$ cat src/rtl/bilinear_seq_core_if.sv
// Control, source-RAM read and destination-RAM write signals of the bilinear engine.
// The master modport is the engine side; slave is the controller/RAM side.
interface bilinear_seq_core_if #(
  parameter int ADDR_W     = 12,
  parameter int DST_ADDR_W = 14,
  parameter int DIM_W      = 8
);
  logic                  start;
  logic [DIM_W-1:0]      src_w;
  logic [DIM_W-1:0]      src_h;
  logic [DIM_W-1:0]      dst_w;
  logic [DIM_W-1:0]      dst_h;
  logic [15:0]           step;
  logic                  busy;
  logic                  done;
  logic [ADDR_W-1:0]     src_raddr;
  logic [7:0]            src_rdata;
  logic [DST_ADDR_W-1:0] dst_waddr;
  logic [7:0]            dst_wdata;
  logic                  dst_we;

  modport master (
    input  start, src_w, src_h, dst_w, dst_h, step, src_rdata,
    output busy, done, src_raddr, dst_waddr, dst_wdata, dst_we
  );

  modport slave (
    output start, src_w, src_h, dst_w, dst_h, step, src_rdata,
    input  busy, done, src_raddr, dst_waddr, dst_wdata, dst_we
  );
endinterface

$ cat src/rtl/bilinear_seq_core.sv
// Sequential bilinear interpolator: reads 4 source neighbours per destination pixel,
// writes one rounded 8-bit result every 8 cycles in raster order.
module bilinear_seq_core #(
  parameter int ADDR_W     = 12,
  parameter int DST_ADDR_W = 14,
  parameter int DIM_W      = 8
) (
  input  logic                clk,
  input  logic                rst,
  bilinear_seq_core_if.master bus
);
  typedef enum logic [3:0] {IDLE, COORD, R00, R01, R10, R11, CAP, HORZ, VERT, DONE} state_t;

  localparam logic [DST_ADDR_W-1:0] DST_ONE = 1;

  state_t           state, nxt;
  logic [DIM_W-1:0] sw, sh, dw, dh, xcnt, ycnt;
  logic [15:0]      stp, ax, ay;
  logic [7:0]       x0, x1, y0, y1, fx, fy;
  logic [7:0]       p00, p01, p10, p11;
  logic [7:0]       cx0, cx1, cy0, cy1, cfx, cfy;
  logic [8:0]       wx, wy;
  logic [15:0]      top_c, bot_c;
  logic [7:0]       pix_c;
  logic             last_x, last_y, empty;

  function automatic logic [ADDR_W-1:0] raddr(input logic [7:0] y, input logic [7:0] x,
                                               input logic [DIM_W-1:0] w);
    return ADDR_W'(16'(y) * 16'(w) + 16'(x));
  endfunction

  assign last_x = (xcnt == dw - 1'b1);
  assign last_y = (ycnt == dh - 1'b1);
  assign empty  = (dw == '0) || (dh == '0);

  // Integer part saturates at the last column/row, where the fraction is dropped.
  always_comb begin
    cx0 = ax[15:8];
    cfx = ax[7:0];
    cy0 = ay[15:8];
    cfy = ay[7:0];
    if (cx0 >= sw - 8'd1) begin
      cx0 = sw - 8'd1;
      cfx = '0;
    end
    if (cy0 >= sh - 8'd1) begin
      cy0 = sh - 8'd1;
      cfy = '0;
    end
    cx1 = (cx0 == sw - 8'd1) ? cx0 : cx0 + 8'd1;
    cy1 = (cy0 == sh - 8'd1) ? cy0 : cy0 + 8'd1;
  end

  always_comb begin
    wx    = 9'd256 - {1'b0, fx};
    wy    = 9'd256 - {1'b0, fy};
    top_c = {8'd0, p00} * {7'd0, wx} + {8'd0, p01} * {8'd0, fx};
    bot_c = {8'd0, p10} * {7'd0, wx} + {8'd0, p11} * {8'd0, fx};
    pix_c = 8'(({9'd0, top_c} * {16'd0, wy} + {9'd0, bot_c} * {17'd0, fy} + 25'd32768) >> 16);
  end

  always_ff @(posedge clk or posedge rst) begin
    if (rst) state <= IDLE;
    else     state <= nxt;
  end

  always_comb begin
    nxt = state;
    case (state)
      IDLE:    if (bus.start) nxt = COORD;
      COORD:   nxt = empty ? DONE : R00;
      R00:     nxt = R01;
      R01:     nxt = R10;
      R10:     nxt = R11;
      R11:     nxt = CAP;
      CAP:     nxt = HORZ;
      HORZ:    nxt = VERT;
      VERT:    nxt = (last_x && last_y) ? DONE : COORD;
      DONE:    nxt = IDLE;
      default: nxt = IDLE;
    endcase
  end

  // Status strobes are registered from the next state so they line up with it.
  always_ff @(posedge clk or posedge rst) begin
    if (rst) begin
      bus.busy <= 1'b0;  bus.done <= 1'b0;  bus.dst_we <= 1'b0;
      bus.src_raddr <= '0;  bus.dst_waddr <= '0;  bus.dst_wdata <= '0;
      sw <= '0;  sh <= '0;  dw <= '0;  dh <= '0;  stp <= '0;
      ax <= '0;  ay <= '0;  xcnt <= '0;  ycnt <= '0;
      x0 <= '0;  x1 <= '0;  y0 <= '0;  y1 <= '0;  fx <= '0;  fy <= '0;
      p00 <= '0;  p01 <= '0;  p10 <= '0;  p11 <= '0;
    end else begin
      bus.busy   <= (nxt != IDLE) && (nxt != DONE);
      bus.done   <= (nxt == DONE);
      bus.dst_we <= (nxt == VERT);
      case (state)
        IDLE: if (bus.start) begin
          sw <= bus.src_w;  sh <= bus.src_h;  dw <= bus.dst_w;  dh <= bus.dst_h;
          stp <= bus.step;
          ax <= '0;  ay <= '0;  xcnt <= '0;  ycnt <= '0;
          bus.dst_waddr <= '0;
        end
        COORD: begin
          x0 <= cx0;  x1 <= cx1;  y0 <= cy0;  y1 <= cy1;  fx <= cfx;  fy <= cfy;
          bus.src_raddr <= raddr(cy0, cx0, sw);
        end
        R00: bus.src_raddr <= raddr(y0, x1, sw);
        R01: begin
          bus.src_raddr <= raddr(y1, x0, sw);
          p00 <= bus.src_rdata;
        end
        R10: begin
          bus.src_raddr <= raddr(y1, x1, sw);
          p01 <= bus.src_rdata;
        end
        R11:  p10 <= bus.src_rdata;
        CAP:  p11 <= bus.src_rdata;
        HORZ: bus.dst_wdata <= pix_c;
        VERT: begin
          bus.dst_waddr <= bus.dst_waddr + DST_ONE;
          if (last_x) begin
            xcnt <= '0;
            ax   <= '0;
            ay   <= ay + stp;
            ycnt <= ycnt + 1'b1;
          end else begin
            xcnt <= xcnt + 1'b1;
            ax   <= ax + stp;
          end
        end
        default: ;
      endcase
    end
  end
endmodule

$ cat src/flat_wrapper.sv
// flat-port wrapper written by rule: the top's interface ports become plain ports
module bilinear_seq_core_flat 
#(
  parameter int ADDR_W     = 12,
  parameter int DST_ADDR_W = 14,
  parameter int DIM_W      = 8
)
  (clk, rst, bus_start, bus_src_w, bus_src_h, bus_dst_w, bus_dst_h, bus_step, bus_src_rdata, bus_busy, bus_done, bus_src_raddr, bus_dst_waddr, bus_dst_wdata, bus_dst_we);
  bilinear_seq_core_if #(.ADDR_W(ADDR_W), .DST_ADDR_W(DST_ADDR_W), .DIM_W(DIM_W)) bus_i ();
  input  logic clk;
  input  logic rst;
  input wire logic [$bits(bus_i.start)-1:0] bus_start;
  input wire logic [$bits(bus_i.src_w)-1:0] bus_src_w;
  input wire logic [$bits(bus_i.src_h)-1:0] bus_src_h;
  input wire logic [$bits(bus_i.dst_w)-1:0] bus_dst_w;
  input wire logic [$bits(bus_i.dst_h)-1:0] bus_dst_h;
  input wire logic [$bits(bus_i.step)-1:0] bus_step;
  input wire logic [$bits(bus_i.src_rdata)-1:0] bus_src_rdata;
  output wire logic [$bits(bus_i.busy)-1:0] bus_busy;
  output wire logic [$bits(bus_i.done)-1:0] bus_done;
  output wire logic [$bits(bus_i.src_raddr)-1:0] bus_src_raddr;
  output wire logic [$bits(bus_i.dst_waddr)-1:0] bus_dst_waddr;
  output wire logic [$bits(bus_i.dst_wdata)-1:0] bus_dst_wdata;
  output wire logic [$bits(bus_i.dst_we)-1:0] bus_dst_we;
  assign bus_i.start = bus_start;
  assign bus_i.src_w = bus_src_w;
  assign bus_i.src_h = bus_src_h;
  assign bus_i.dst_w = bus_dst_w;
  assign bus_i.dst_h = bus_dst_h;
  assign bus_i.step = bus_step;
  assign bus_i.src_rdata = bus_src_rdata;
  assign bus_busy = bus_i.busy;
  assign bus_done = bus_i.done;
  assign bus_src_raddr = bus_i.src_raddr;
  assign bus_dst_waddr = bus_i.dst_waddr;
  assign bus_dst_wdata = bus_i.dst_wdata;
  assign bus_dst_we = bus_i.dst_we;
  bilinear_seq_core #(.ADDR_W(ADDR_W), .DST_ADDR_W(DST_ADDR_W), .DIM_W(DIM_W)) u_core (.clk(clk), .rst(rst), .bus(bus_i));
endmodule
$ cat config.mk
export PLATFORM = sky130hd
export DESIGN_NAME = bilinear_seq_core_flat
export DESIGN_NICKNAME = d
export VERILOG_FILES = /design/src/rtl/bilinear_seq_core_if.sv /design/src/rtl/bilinear_seq_core.sv /design/src/flat_wrapper.sv
export SDC_FILE = /design/constraint.sdc
export NUM_CORES = 2
export LEC_CHECK = 0
export CAP_MARGIN = 20
export CORE_MARGIN = 1
export CORE_UTILIZATION = 65
export DETAILED_ROUTE_END_ITERATION = 8
export MAX_ROUTING_LAYER = met4
export PLACE_DENSITY = 0.92
export SKIP_LAST_GASP = 1
export SLEW_MARGIN = 10
export SYNTH_ARGS = -nofsm -noshare
export SYNTH_HDL_FRONTEND = slang
export SYNTH_SLANG_ARGS = --single-unit
$ cat constraint.sdc
create_clock -name clk -period 18.35 [get_ports clk]
set_clock_uncertainty 0.15 [all_clocks]
set_input_delay 3.67 -clock clk [delete_from_list [all_inputs] [get_ports clk]]
set_output_delay 3.67 -clock clk [all_outputs]
set_load 0.01 [all_outputs]
; ---- Word level (Yosys, flattened, before mapping)
; Cells that the tools add are included.
[totals]
rom_bits = 0
ram_bits = 0
out_inout_bits = 37
latch_bits = 0
reg_bits = 217
n_memories = 0
[op_classes]
shift = 0
order_cmp = 2
n_mul = 9
n_bitwise = 0
n_reduce_logical = 12
n_addsub = 21
n_eq_ne = 17
div = 0
n_mux = 23
[op_table]
columns = cell, count
row1 = $mux W8, 9
row2 = $add A16 B16 Y16, 4
row3 = $pmux W16 S2, 2
row4 = $add A12 B8 Y12, 4
row5 = $mux W16, 3
row6 = $pmux W12 S4, 1
row7 = $mul A8 B8 Y12, 3
row8 = $pmux W4 S9, 1
row9 = $add A8 B1 Y8 const B, 4
row10 = $eq A8 B8 Y1, 4
row11 = $mul A8 B8 Y16, 2
row12 = $mul A8 B9 Y16, 2
row13 = $pmux W8 S2, 2
row14 = $sub A8 B1 Y8 const B, 4
row15 = $pmux W14 S2, 1
row16 = $add A24 B16 Y24 const B, 1
row17 = $add A24 B24 Y24, 1
row18 = $mul A16 B8 Y24, 1
row19 = $mul A16 B9 Y24, 1
row20 = $sub A9 B8 Y9 const A, 2
row21 = $eq A4 B3 Y1 const B, 4
row22 = $ge A8 B8 Y1, 2
row23 = $logic_not A8 Y1, 2
row24 = $add A14 B1 Y14 const B, 1
row25 = 15 further kinds, 23

; ---- Depth between registers and ports, before layout
[depth]
word_depth = 7
depth_mapped = 48
depth_no_buf = 46

; ---- Worst setup path after synthesis
; Ideal clock, no wire load.
[synth_path]
path_kind = flip-flop to flip-flop
startpoint = register u_core.fx[1]
endpoint = register u_core.bus.dst_wdata[7]
path_stages_with_launch = 44
setup_time_ps = 125
path_buffers = 2
required_time_ps = 18075
path_slack_ps = 6050
period_less_slack_ps = 12300
t_arrival_ps = 12026
cell_sequence = dfrtp_1 > clkbuf_1 > inv_1 > ha_1 > nor3b_2 > nand2_1 > xor2_1 > clkbuf_1 > nand2_1 > fa_1 > fa_1 > fa_1 > inv_1 > fa_1 > fa_1 > inv_1 > fa_1 > inv_1 > [... 8 more ...] > inv_1 > fa_1 > fa_1 > fa_1 > fa_1 > inv_1 > fa_1 > inv_1 > ha_1 > a21o_1 > a21o_1 > nand2_1 > o211ai_1 > o41ai_1 > o2111ai_1 > a21oi_1 > xnor3_1 > mux2_2
[synth_via]
elab_chain_len = 6
word_cells_on_any_way = 11
classes_between = 5 x add/sub / 6 x mul
[synth_lines]
columns = element, line
row1 = "start, declared", bilinear_seq_core.sv:19  ; logic [7:0] x0, x1, y0, y1, fx, fy;
row2 = "start signal, assigned", bilinear_seq_core.sv:91  ; x0 <= '0; x1 <= '0; y0 <= '0; y1 <= '0; fx <= '0; fy <= '0;
row3 = "start signal, assigned", bilinear_seq_core.sv:105  ; x0 <= cx0; x1 <= cx1; y0 <= cy0; y1 <= cy1; fx <= cfx; fy <= cfy;
row4 = $sub A9 B8 Y9, bilinear_seq_core.sv:55  ; wx = 9'd256 - {1'b0, fx};
row5 = $mul A8 B9 Y16 (on tied branches), "bilinear_seq_core.sv:57, bilinear_seq_core.sv:58"
row6 = $add A16 B16 Y16 (on tied branches), "bilinear_seq_core.sv:57, bilinear_seq_core.sv:58"
row7 = $mul A16 B9 Y24 / $mul A16 B8 Y24 (equally long branches), bilinear_seq_core.sv:59  ; pix_c = 8'(({9'd0, top_c} * {16'd0, wy} + {9'd0, bot_c} * {17'd0, fy} + 25'd32768) >> 16);
row8 = $add A24 B24 Y24 *, bilinear_seq_core.sv:59
row9 = $add A24 B16 Y24 *, bilinear_seq_core.sv:59
row10 = "end signal, assigned", bilinear_seq_core.sv:119  ; HORZ: bus.dst_wdata <= pix_c;
row11 = "end, declared", bilinear_seq_core_if.sv:24  ; output busy, done, src_raddr, dst_waddr, dst_wdata, dst_we
; Every way passes the cells marked *; elsewhere a longest branch is shown, timed or not.
; A chain may end at the register's enable or synchronous reset.

; ---- Final worst setup path
[layout_path]
startpoint = register u_core.fx[0]
endpoint = register u_core.bus.dst_wdata[7]
; Same word-level chain as after synthesis.

==> results.sh <==
export IMPL_status="complete, no violations"
export IMPL_vias=27900
export IMPL_die_h_um=235
export IMPL_cts_tree="yes"
export IMPL_wl_um=86300
export IMPL_cp_arrival_ps=14720
export IMPL_hold_path_class="reg2reg"
export IMPL_cts_buffer_depth=3
export IMPL_worstPathRequired_ps=18670
export IMPL_syn_cell_area_sq_um=35300
export IMPL_critPathLaunchType="flip-flop"
export IMPL_synth_largest_area_cell="fa_1"
export IMPL_drive_above_1_share=0.0442
export IMPL_synth_area_leaders="fa_1 30%, dfrtp_1 15%, ha_1 12%, inv_1 7.7%, nand2_1 6.7%"
export IMPL_clk_pin_slew_ps=60
export IMPL_drc_errors=0
export IMPL_numClockSinks=217
export IMPL_drt_iter0_markers=2323
export IMPL_synth_edf_count=0
export IMPL_rows=85
export IMPL_placed_cells=4653
export IMPL_synth_top_area_share=0.303
export IMPL_drv_cap=0
export IMPL_cp_slowest_stage_delay_ps=1000
export IMPL_grt_max_degree=96
export IMPL_grt_usage=0.334
export IMPL_synth_ff_type="dfrtp_1"
export IMPL_gp_congestion=0.939
export IMPL_switching_share=0.249
export IMPL_period_minus_slack_ps=14400
export IMPL_finalHoldViolations=0
export IMPL_post_cts_resized=0
export IMPL_nets=4927
export IMPL_cts_hold_fix_buffers=0
export IMPL_synthCells=3975
export IMPL_cts_buffers=28
export IMPL_coreArea_sq_um=53700
export IMPL_layout_commonest_cell="inv_1"
export IMPL_fmax_mhz=69.5
export IMPL_vias_per_cell=5.93
export IMPL_setup_viol=0
export IMPL_syn_area_per_cell_sq_um=8.87
export IMPL_syn_num_nets=4915
export IMPL_die_area_sq_um=55200
export IMPL_antenna_left=0
export IMPL_crit_path_end_kind="flip-flop"
export IMPL_peakVddDrop_v=0.0000703
export IMPL_cts_setup_buffers=0
export IMPL_async_flop_share=1.00
export IMPL_comb_power_share=0.055
export IMPL_fin_tns_setup_ps=0
export IMPL_root_buffer="clkbuf_16"
export IMPL_die_w_um=235
export IMPL_wl_per_cell_um=18.3
export IMPL_p_leak_nw=19.1
export IMPL_start_util=0.657
export IMPL_port_buffers=95
export IMPL_grt_pass1_wl_um=146000
export IMPL_htreeDepth=1
export IMPL_p_int_w=0.000866
export IMPL_area_delta_synth_final_pct=7.28
export IMPL_yosysSeqAreaShare=0.154
export IMPL_clkPwrFrac=0.517
export IMPL_place_hpwl_um=67100
export IMPL_worst_slew_pin_slew_ps=1140
export IMPL_p_seq_frac=0.429
export IMPL_crit_slowest_cell="dfrtp_1"
export IMPL_pin_count=96
export IMPL_switching_power_w=0.000287
export IMPL_insertion_delay_ps=580
export IMPL_layoutNonFillerInstCount=4705
export IMPL_critical_path_class="reg2reg"
export IMPL_mostFrequentLayoutCells="720 x inv_1, 624 x nand2_1, 534 x fa_1"
export IMPL_rsz0062_at_grt="no"
export IMPL_grt_overflow_total=0
export IMPL_yosysWarnings=0
export IMPL_power_density_nw_per_um2=30.5
export IMPL_drtPass1Iterations=6
export IMPL_cp_max_fo=35
export IMPL_netlist_cell_type_count=78
export IMPL_antenna_found_initial=2
export IMPL_fin_crit_sh=0.785
export IMPL_ys_seq_elements=217
export IMPL_grt_pass1_vias=29700
export IMPL_slew_violations=0
export IMPL_slew_headroom=0.234
## layout make-up
class / count / area [sq um]
clock inverters: 18 / 241
inverters: 722 / 2720
fillers: 3620 / 15900
diodes: 2 / 5.00
flip-flops and latches: 217 / 5430
well taps: 696 / 871
repair buffers: 135 / 1250
multi-input cells: 2883 / 26600
clock buffers: 32 / 756
## power by group through the flow
stage	combinational, W	clock (W)	sequential (W)
floorplan	0.0000370	0	0.000495
global placement	0.0000601	0	0.000502
CTS	0.0000629	0.000604	0.000494
detailed placement	0.0000624	0	0.000503
global route	0.0000695	0.000622	0.000495
finish	0.0000629	0.000596	0.000495
## worst max-delay path, delay by kind of cell, from the launching register on
kind | cells | cell delay [ps]
fa+ha+maj | 15 | 6720
compound gates | 10 | 2630
mux | 1 | 270
flops | 1 | 1000
simple gates | 6 | 810
buf+inv | 12 | 940
xor+xnor | 3 | 1790
## state kept, by name (all words and copies together), names as in the netlist, 12 cells and up
| signal | flops |
|---|---|
| u_core.ay | 16 |
| u_core.bus.src_raddr | 12 |
| u_core.stp | 16 |
| u_core.ax | 16 |
| u_core.bus.dst_waddr | 14 |
## per-layer routing
layer / track usage / part of all wire / routed length [um] / vias to the layer above
met2: 0.542 / 0.49 / 41900 / 1444
met3: 0.0503 / 0.085 / 7310 / 368
met4: 0.161 / 0.052 / 4460 / 0
met1: 0.412 / 0.38 / 32600 / 13800
met5: - / 0 / 0 / -
li1: - / - / - / 12300
## final timing paths
path	start	endpoint	slack, ps	cells after the start
worst max register to register	u_core.fx[0]	u_core.bus.dst_wdata[7]	3950	47
worst max-delay path	u_core.fx[0]	u_core.bus.dst_wdata[7]	3950	47
min in group asynchronous	rst	u_core.dw[2]	3450	2
max in group asynchronous	rst	u_core.bus.src_raddr[4]	13270	3
worst min register to register	u_core.x0[7]	u_core.x0[7]	330	1
worst min-delay path	u_core.x0[7]	u_core.x0[7]	330	1
## synthesized netlist by cell type, types with 12 or more instances
cell        n
xnor2_1   121
mux2i_1    25
or3_1      15
a21oi_1    62
fa_1      534
nor2_1    123
a21o_1     20
nand3_1    42
a31oi_1    13
o21ai_0   162
nand2b_1   41
nand2_1   625
inv_1     721
dfrtp_1   217
nor2b_1    20
ha_1      347
nor3_1     45
mux2_2     56
clkbuf_1  130
buf_1      14
nand4_1    12
and2_1    360
and3_1     39
xor2_1     63
a211oi_1   19
## cells by family after synthesis
logic type               share of synthesized area
AO/OA/AOI/OAI                               0.0656
multiplexers                                0.0250
adder cells (fa/ha/maj)                      0.426
AND/OR/NAND/NOR                              0.187
buffers and inverters                       0.0938
XOR/XNOR                                    0.0481
flip-flops                                   0.154
## stage by stage
step | area, sq um | power [W] | util | hold slack, ps | worst slack (ps)
global route | 37800 | 0.00119 | 0.704 | 361 | 3030
finish | 37800 | 0.00115 | 0.704 | 331 | 3950
floorplan | 35300 | 0.000532 | - | 295 | 6050
CTS | 37800 | 0.00116 | 0.704 | 334 | 4150
global placement | 36800 | 0.000562 | 0.686 | 308 | 4640
detailed placement | 36800 | 0.000565 | 0.686 | 320 | 4200
Power figures use the tool's default switching activity.
